===== config.mk =====
export PLATFORM = sky130hd
export DESIGN_NAME = bomb_game_ctrl
export DESIGN_NICKNAME = d
export VERILOG_FILES = /design/src/rtl/bomb_game_ctrl.sv
export SDC_FILE = /design/constraint.sdc
export NUM_CORES = 1
export LEC_CHECK = 0
export CORE_MARGIN = 2
export CORE_UTILIZATION = 50
export DETAILED_ROUTE_END_ITERATION = 10
export PLACE_DENSITY = 0.79
export RECOVER_POWER = 50
export SETUP_SLACK_MARGIN = 0.3
export SLEW_MARGIN = 0
export SYNTH_ARGS = -nofsm -noshare
export SYNTH_HDL_FRONTEND = slang
export SYNTH_SLANG_ARGS = --single-unit

===== constraint.sdc =====
create_clock -name clk -period 3.6 [get_ports clk]
set_input_delay 0.72 -clock clk [delete_from_list [all_inputs] [get_ports clk]]
set_output_delay 0.72 -clock clk [all_outputs]
set_load 0.01 [all_outputs]

===== src/rtl/bomb_game_ctrl.sv =====
// Bomb game round sequencer: password generation, display handshake,
// timed guess phase and win/detonation verdict.
module bomb_game_ctrl #(
  parameter int TICK_DIV   = 100,
  parameter int INPUT_TIME = 9,
  parameter int MAX_TRIES  = 3
) (
  input  logic       clk,
  input  logic       rst,
  input  logic       start,
  input  logic [6:0] sw,
  input  logic       confirm,
  input  logic       end_of_show,
  output logic       show_rst,
  output logic       showing,
  output logic [6:0] psw,
  output logic [3:0] time_left,
  output logic [1:0] lives,
  output logic [2:0] phase,
  output logic       win,
  output logic       boom
);

  typedef enum logic [2:0] {
    S_IDLE  = 3'd0,
    S_GEN   = 3'd1,
    S_SHOW  = 3'd2,
    S_INPUT = 3'd3,
    S_CHECK = 3'd4,
    S_WIN   = 3'd5,
    S_BOOM  = 3'd6
  } state_t;

  state_t      r_state;
  logic [6:0]  r_lfsr;
  logic [15:0] r_cnt;
  logic [6:0]  r_guess;
  logic        r_show_first;
  logic        w_timed;
  logic        w_tick;

  assign w_timed = (r_state == S_INPUT) || (r_state == S_CHECK);
  assign w_tick  = w_timed && (r_cnt == 16'(TICK_DIV - 1));

  assign phase = r_state;
  assign win   = (r_state == S_WIN);
  assign boom  = (r_state == S_BOOM);

  always_ff @(posedge clk or negedge rst) begin
    if (!rst) begin
      r_lfsr <= 7'h5A;
    end else begin
      r_lfsr <= {r_lfsr[5:0], r_lfsr[6] ^ r_lfsr[5]};
    end
  end

  // Outside the timed phases the count sits at zero, so INPUT entry starts fresh
  always_ff @(posedge clk or negedge rst) begin
    if (!rst) begin
      r_cnt <= '0;
    end else if (!w_timed || w_tick) begin
      r_cnt <= '0;
    end else begin
      r_cnt <= r_cnt + 16'd1;
    end
  end

  always_ff @(posedge clk or negedge rst) begin
    if (!rst) begin
      r_state      <= S_IDLE;
      psw          <= '0;
      time_left    <= '0;
      lives        <= 2'(MAX_TRIES);
      showing      <= 1'b0;
      show_rst     <= 1'b0;
      r_guess      <= '0;
      r_show_first <= 1'b0;
    end else begin
      show_rst <= 1'b0;
      unique case (r_state)
        S_IDLE, S_WIN, S_BOOM: begin
          if (start) begin
            r_state  <= S_GEN;
            show_rst <= 1'b1;
          end
        end
        S_GEN: begin
          psw          <= r_lfsr;
          lives        <= 2'(MAX_TRIES);
          time_left    <= 4'(INPUT_TIME);
          showing      <= 1'b1;
          r_show_first <= 1'b1;
          r_state      <= S_SHOW;
        end
        S_SHOW: begin
          r_show_first <= 1'b0;
          if (!r_show_first && end_of_show) begin
            showing <= 1'b0;
            r_state <= S_INPUT;
          end
        end
        S_INPUT: begin
          if (w_tick) time_left <= time_left - 4'd1;
          if (confirm) begin
            r_guess <= sw;
            r_state <= S_CHECK;
          end else if (w_tick && time_left == 4'd1) begin
            r_state <= S_BOOM;
          end
        end
        S_CHECK: begin
          if (w_tick && time_left != 4'd0)
            time_left <= time_left - 4'd1;
          if (r_guess == psw) begin
            r_state <= S_WIN;
          end else if (lives == 2'd1) begin
            r_state <= S_BOOM;
          end else begin
            lives <= lives - 2'd1;
            // A tick landing in CHECK can also exhaust the clock
            if (time_left == 4'd0 || (w_tick && time_left == 4'd1))
              r_state <= S_BOOM;
            else
              r_state <= S_INPUT;
          end
        end
        default: r_state <= S_IDLE;
      endcase
    end
  end

endmodule


==> results.md, run 1 <==
* Status: finished, final reports clean
* Ports at 32
* Setup CP Type: reg -> out
* DIE WIDTH at about 73 um
* Synth cell types at 45
* Hold WC Path Type: reg -> reg
* CP startpoint: phase[2]
* EDFF count, synth at 0
* Via-to-Cell Ratio at 5.47
* Iteration-0 DRC Markers at 108
* FP Rows at 25
* Pin count of the biggest net entering global routing at 50
* Residual DRC count at 0
* Die Y at 73.1 um
* Worst R2R Path Depth at 5
* DRT Pass-1 Iters at 4
* Cts bufs inserted at 5
* Core area at 4660 sq um
* Root Driver: clkbuf_8
* Finished Cell Area at roughly 2800 sq um
* Post-Syn Instances at between 200 and 250
* Worst setup path endpoint: win
* Hold_ws at 0.369 ns
* Worst IR Drop VDD at around 0.30 mV
* Clk_skew at 0.00844 ns
* R2R setup slack at 1.28 ns
* Routability cong. at roughly 0.82
* Final number of max-transition violations at 0
* Final hold vios at 0
* Ys async rst share at 1.00
* Maxcap violations at 0
* CP cell instances: nor2b_1 -> and2_1 -> clkdlybuf4s50_1
* Clk_lat worst skew at 0.31 ns
* Post-route clock period utilization at 0.700
* Grt ovf at 0
* Worst r2r src: phase[0]
* Vias at 1645
* Leak at roughly 1.2 nW
* Final min period at 2.52 ns
* Crit end category: output port
* #FFs+latches synth at 49
* Slowest stage delay, CP at 0.58 ns
* PnR worst setup slack at 1.08 ns
* Post-CTS setup buffer count at 0
* Syn Nets at 233
* Initial core utilization at 0.512
* Crit path launch type: flop
* Pwr dens at 543 nW/um^2
* Data arrival, critical path at about 1.8 ns
* Hold path cells at 0
* CTS Hold Bufs at 0
* Vias in the first global route at 1545
* Antenna-violating nets left at 0
* ANT cells at 0
* IO buf count at 31
* Worst Path Required at 2.88 ns
* CP delay by family, top: flip-flops
* Synthesized area at 2390 sq um
* Initial antenna violation count at 0
* Sequential fraction of the synthesis area at 0.517
* CTS resizes at 0
* CP max-delay cell: dfrtp_1
* CTS tree: built
* Slew @ Worst Pin at 1.04 ns
* Setup TNS at 0 ns
* Layout cells sized above 1 at 0.142
* Nets at 262
* Commonest non-fill, non-tap cell in the layout: dfrtp_1
* Placed Area at 2710 sq um
* HPWL Detailed at roughly 3000 um
* First-pass GRT wire length at 7160 um
* WP depth at 3
* Final setup fails at 0
* CTS clk-pin slew, worst paths at 0.10 ns
* Commonest non-fill, non-tap cells in the layout: dfrtp_1 (43), clkdlybuf4s50_1 (28), nor2_1 (27), xor2_1 (15), mux2_2 (14)
* CTS Sinks at 49
* Crit-path max FO at 15
* Total wire length at 4130 um
* Unrepaired setup endpoints after global routing: no
* RR Endpoint: time_left[1]
* CTS Buffer Depth at 2
* GRT Util Overall at 0.174
* FMAX at 0.397 GHz
* Slew headroom at 0.306
* Die area at 5350 sq um
* Post-DR wirelength/cell at 13.7 um
* Yosys Warn Count at 0
* DP Worst Slack at 1.39 ns
* Buffers & Inverters on Critical Path at 1
* H-tree levels at 2
* Syn_area_per_cell at 11.0 sq um
* Top_reg_cell synth: dfrtp_1
* Area growth syn-to-layout at 16.9%
==> layout make-up <==
type / instances / area, sq um
clock buffers: 5 / 68.8
clock inverters: 3 / 25.0
fillers: 390 / 1870
inverters: 6 / 22.5
multi-input cells: 153 / 1070
flip-flops and latches: 49 / 1230
well taps: 54 / 67.6
repair buffers: 31 / 305
==> registers in the layout, indices dropped and copies added (netlist names), 2 cells and up <==
| signal | count |
|---|---|
| time_left | 4 |
| lives | 2 |
| r_lfsr | 7 |
| r_guess | 7 |
| phase | 3 |
| psw | 7 |
| r_cnt | 16 |
==> logic make-up (layout without fill, tap and decap cells) <==
group | after synthesis | count (layout) | synth area share
xor+xnor | 24 | 24 | 0.0880
mux | 15 | 15 | 0.0702
simple gates | 86 | 86 | 0.206
buf+inv | 15 | 45 | 0.0330
fa+ha+maj | 4 | 4 | 0.0210
compound gates | 24 | 24 | 0.0655
flops | 49 | 49 | 0.516
==> metrics by stage <==
step / instances / util / power [mW]
floorplan: 217 / - / 1.07
global placement: 293 / 0.580 / 1.19
detailed placement: 293 / 0.580 / 1.21
CTS: 301 / 0.601 / 1.54
global route: 301 / 0.599 / 1.62
finish: 301 / 0.599 / 1.52
==> worst reg2reg max path, cell delays in order (launching register included) <==
cell	delay [ns]
dfrtp_1	0.62
nor2b_1	0.39
nor2b_1	0.75
o21ai_1	0.21
a21oi_1	0.15
o21ai_0	0.08
==> synth_stat cells (4+ instances only) <==
library cell,n,area share
nand2_1,12,0.019
nand4_1,6,0.016
and3_1,5,0.013
ha_1,4,0.021
xnor2_1,9,0.033
dfstp_2,6,0.066
a21oi_1,6,0.013
o21ai_0,7,0.015
xor2_1,15,0.055
nand3_1,11,0.023
nor3_1,4,0.0084
mux2_2,14,0.066
inv_1,6,0.0094
dfrtp_1,43,0.45
nor2_1,27,0.042
==> report_power, final <==
part	internal [mW]	switching (mW)	total, mW
combinational	0.225	0.219	0.444
sequential	0.636	0.102	0.737
clock	0.142	0.193	0.335
==> routing by layer <==
metal	routed length, um	global-route usage	vias to the layer above
li1	-	-	810
met1	2000	0.242	803
met2	1950	0.265	26
met3	127	0.0428	6
met4	60	0.0617	0
met5	0	0	-
==> worst min path at each step <==
stage | start | end
3_5_place_dp | r_lfsr[3] | r_lfsr[4]
5_1_grt | r_lfsr[3] | r_lfsr[4]
4_1_cts | r_lfsr[3] | r_lfsr[4]
3_3_place_gp | r_lfsr[3] | r_lfsr[4]
2_1_floorplan | r_lfsr[0] | r_lfsr[1]
6_report | r_lfsr[3] | r_lfsr[4]
Note: power is estimated with default switching activity, not from simulation.
==> run 2: changes to the inputs <==
Settings changed: CORE_UTILIZATION 50 to 49, PLACE_DENSITY 0.79 to 0.8.
Clock period 3.6 ns to 2.2 ns, I/O delays scaled along.
==> results.md, run 2 (synthesized netlist as in run 1, its figures left out) <==
* CP cell instances: buf_4 -> clkbuf_1 -> nor2b_4 -> a21o_2 -> o21ai_1 -> a21oi_1 -> o21a_1
* Ports at 32
* Worst Path Required at 2.40 ns
* Setup CP Type: reg -> reg
* Area growth syn-to-layout at 21.3%
* R2R setup slack at 0.28 ns
* FMAX at between 0.5 and 0.6 GHz
* Core area at 4720 sq um
* FP Rows at 25
* H-tree levels at 2
* Filler cells at 391
* Root Driver: clkbuf_8
* Final setup fails at 0
* Layout cells sized above 1 at 0.182
* CTS Buffer Depth at 2
* Crit-path max FO at 11
* Max reg flops at 16
* DRT Pass-1 Iters at 4
* DIE WIDTH at 73.8 um
* Hold_ws at approximately 0.34 ns
* Final min period at 1.92 ns
* Worst IR Drop VDD at 0.608 mV
* Placed Area at 2770 sq um
* Crit end category: flop
* Multi-input logic area at 1080 sq um
* Finished Cell Area at a little under 3000 sq um
* Via-to-Cell Ratio at 5.20
* Unrepaired setup endpoints after global routing: no
* Most flops, register: r_cnt
* Setup TNS at 0 ns
* Die area at 5450 sq um
* Pwr dens at around 900 nW/um^2
* Grt ovf at 0
* Routability cong. at 0.838
* CP delay by family, top: compound AO/OA/AOI/OAI gates
* Commonest non-fill, non-tap cells in the layout: dfrtp_1 (43), nor2_1 (27), clkdlybuf4s50_1 (27), xor2_1 (15), mux2_2 (14)
* Total wire length at 4280 um
* Hold WC Path Type: in -> async
* Top Usage Layer GRT: met2
* Initial core utilization at 0.506
* Met2 Use GR at 0.268
* Initial antenna violation count at 0
* Antenna-violating nets left at 0
* First-pass GRT wire length at approximately 7100 um
* Iteration-0 DRC Markers at 102
* Buffers & Inverters on Critical Path at 2
* Nets at 273
* Final Util at 0.614
* Slew headroom at 0.222
* Pin count of the biggest net entering global routing at 24
* CTS Sinks at 49
* Leak at 1.26 nW
* Die Y at about 74 um
* Maxcap violations at 0
* Final hold vios at 0
* Post-DR wirelength/cell at 13.2 um
* Slowest stage delay, CP at ~0.40 ns
* M1 GR Usage at 0.221
* Vias at between 1500 and 2000
* Cts bufs inserted at 5
* Residual DRC count at 0
* RR Endpoint: time_left[3]
* Post-route clock period utilization at 0.873
* CP max-delay cell: dfrtp_1
* CTS clk-pin slew, worst paths at 0.10 ns
* ANT cells at 0
* Worst R2R Path Depth at 7
* Worst r2r src: phase[2]
* HPWL Detailed at 3160 um
* Final number of max-transition violations at 0
* Commonest non-fill, non-tap cell in the layout: dfrtp_1
* IO buf count at 31
* CTS tree: built
* Total Power at ~2.6 mW
* CP startpoint: phase[2]
* FF+latch area at between 1000 and 1500 sq um
* Status: finished, final reports clean
* GRT Util Overall at 0.170
* Met3 Usage GRT at 0.0521
* Slew @ Worst Pin at between 1 and 1.5 ns
* Vias in the first global route at 1592
* Data arrival, critical path at 2.12 ns
* Crit path launch type: flop
* Clk_lat worst skew at between 0.3 and 0.4 ns
* Clk_skew at ~0.0085 ns
==> run 2: cell count changes in the layout (fill, tap and decap cells not counted), moves of 2 or more <==
cell,change
clkbuf_1,+4
nor2b_1,-2
buf_4,+7
dlygate4sd3_1,-2
dlygate4sd2_1,+2
==> run 2: per-stage QoR <==
stage,setup slack [ns],std cells
floorplan,0.626,217
global placement,0.412,312
detailed placement,0.389,312
CTS,0.337,325
global route,0.159,325
finish,0.280,325
==> run 2: area by class of cell <==
type	count	area share
Clock inverter	3	0.00993
Timing Repair Buffer	42	0.131
Sequential cell	49	0.426
Multi-Input combinational cell	153	0.373
Clock buffer	5	0.0237
Inverter	6	0.00777
Tap cell	67	0.0289
==> run 2: timing repair <==
item / 4_1_cts / 5_1_grt
hold endpoints to repair: 0 / 0
gates resized for setup: 4 / 3
endpoints found under the setup margin: 2 / 10
hold buffers: 0 / 0
setup buffers: 5 / 0
==> run 2: worst max-delay path by stage <==
| stage | to | cells past startpoint |
|---|---|---|
| after floorplan | phase[0] | 7 |
| after global placement | win | 3 |
| after detailed placement | win | 3 |
| after CTS | lives[0] | 1 |
| after global routing | time_left[1] | 7 |
| final | time_left[3] | 7 |
==> run 2: report_power, final <==
group          switching (mW)  total (mW)  internal, mW
clock                   0.323       0.561         0.238
sequential              0.102        1.14          1.04
combinational           0.461       0.912         0.451
total                   0.886        2.62          1.73
==> run 2: routing by layer <==
layer / up-vias / wire length, um
met4: 0 / 47
met3: 5 / 171
li1: 829 / -
met5: - / 0
met2: 34 / 2080
met1: 823 / 1970
==> run 3: changes to the inputs <==
Settings changed: GPL_ROUTABILITY_DRIVEN from default to 0, RECOVER_POWER 50 to default.
==> results.md, run 3 (synthesized netlist as in run 1, its figures left out) <==
* Flop pwr share at 0.436
* Via-to-Cell Ratio at 5.20
* IO buf count at 31
* Final Util at 0.616
* CTS tree: built
* Final min period at approximately 1.8 ns
* GRT Util Overall at 0.170
* Layout Cells excl Fill at 325
* Worst r2r src: r_cnt[0]
* Worst R2R Path Depth at 6
* Hold WC Path Type: in -> async
* Layout cells sized above 1 at 0.202
* First-pass GRT wire length at roughly 7000 um
* Die area at 5450 sq um
* Vias in the first global route at 1592
* Worst Path Required at 1.76 ns
* Crit-path max FO at 13
* ANT cells at 0
* CTS Buffer Depth at 2
* Pwr dens at 902 nW/um^2
* Clk_lat worst skew at 0.31 ns
* CTS Hold Bufs at 0
* Clock power frac at 0.214
* CTS clk-pin slew, worst paths at about 0.1 ns
* Post-route clock period utilization at 0.836
* Area growth syn-to-layout at 21.8%
* Core area at around 4700 sq um
* P_int at 1.74 mW
* Maxcap violations at 0
* Pin count of the biggest net entering global routing at 24
* CP cell instances: buf_4 -> buf_6 -> and2_1 -> dlygate4sd2_1
* Setup CP Type: reg -> out
* Die Y at 73.8 um
* HPWL Detailed at 3160 um
* CP max-delay cell: dfrtp_1
* Grt ovf at 0
* WL met1 at 2000 um
* Initial antenna violation count at 0
* CTS Sinks at 49
* Status: finished, final reports clean
* Most flops, register: r_cnt
* Crit end category: output port
* Wire length on met2 at 2080 um
* DRT Pass-1 Iters at 4
* FMAX at around 0.54 GHz
* Worst setup path endpoint: win
* Switch Pwr at 0.888 mW
* Hold_ws at approximately 0.083 ns
* Logic pwr share at 0.350
* Placed Cells at roughly 310
* Setup TNS at 0 ns
* Clk_skew at 0.00855 ns
* Final setup fails at 0
* Cts bufs inserted at 5
* Post-DR wirelength/cell at roughly 13 um
* Commonest non-fill, non-tap cells in the layout: dfrtp_1 (43), nor2_1 (27), clkdlybuf4s50_1 (27), xor2_1 (15), mux2_2 (14)
* Nets at 273
* Antenna-violating nets left at 0
* Slew @ Worst Pin at 0.561 ns
* Initial core utilization at 0.506
* CP startpoint: phase[0]
* RR Endpoint: phase[0]
* DP Worst Slack at between 0.3 and 0.4 ns
* Total wire length at 4290 um
* Met3 wire length at 164 um
* Placed Area at between 2000 and 3000 sq um
* Iteration-0 DRC Markers at 98
* Slowest stage delay, CP at 0.41 ns
* Residual DRC count at 0
* Final hold vios at 0
* Final number of max-transition violations at 0
* Sw Ratio at 0.338
* PnR worst setup slack at 0.362 ns
* Data arrival, critical path at 1.40 ns
* Root Driver: clkbuf_8
* Vias at 1690
* Total Power at about 2.6 mW
* Max reg flops at 16
* Commonest non-fill, non-tap cell in the layout: dfrtp_1
* Slew headroom at 0.623
* FP Rows at 25
* Crit path launch type: flop
* Ports at 32
* DIE WIDTH at 73.8 um
* Unrepaired setup endpoints after global routing: no
* H-tree levels at 2
* Highest routed layer: met4
* Finished Cell Area at 2910 sq um
* R2R setup slack at 0.46 ns
* Worst IR Drop VDD at 0.609 mV
* Leak at between 1 and 1.5 nW
run 3: layout make-up:
cell class,instances,area (sq um)
flip-flops and latches,49,1230
well taps,67,83.8
clock inverters,3,28.8
repair buffers,42,392
inverters,6,22.5
fillers,387,1810
multi-input cells,153,1080
clock buffers,5,68.8
run 3: power groups by stage:
stage / Clock, mW / Sequential, mW / Combinational (mW)
after floorplan: 0 / 1.17 / 0.583
after global placement: 0 / 1.16 / 0.834
after detailed placement: 0 / 1.17 / 0.856
after CTS: 0.573 / 1.14 / 0.925
after global routing: 0.612 / 1.17 / 1.02
final: 0.562 / 1.14 / 0.919
run 3: worst max-delay path, delay by kind of cell, from the launching register on:
| kind | cells | cell delay (ns) |
|---|---|---|
| DFF | 1 | 0.41 |
| buffers and inverters | 3 | 0.55 |
| and+or+nand+nor | 1 | 0.13 |
run 3: worst min-delay path by stage:
| stage | start | to | slack (ns) | depth (start not counted) |
|---|---|---|---|---|
| floorplan | rst | phase[0] | 0.14 | 0 |
| global placement | r_lfsr[3] | r_lfsr[4] | 0.36 | 0 |
| finish | rst | psw[0] | 0.08 | 1 |
| detailed placement | r_lfsr[3] | r_lfsr[4] | 0.36 | 0 |
| CTS | rst | psw[0] | 0.1 | 1 |
| global route | rst | psw[1] | 0.11 | 1 |
run 3: layer usage:
| layer | GRT usage | vias up |
|---|---|---|
| met5 | 0 | - |
| met4 | 0.0626 | 0 |
| met3 | 0.0521 | 5 |
| met2 | 0.268 | 31 |
| met1 | 0.221 | 826 |
| li1 | - | 828 |
run 3: what timing repair did:
item                                    CTS  global route
endpoints found under the setup margin    2            10
gates resized for setup                   4             3
pin swaps                                 0             0
buffers inserted                          5             0
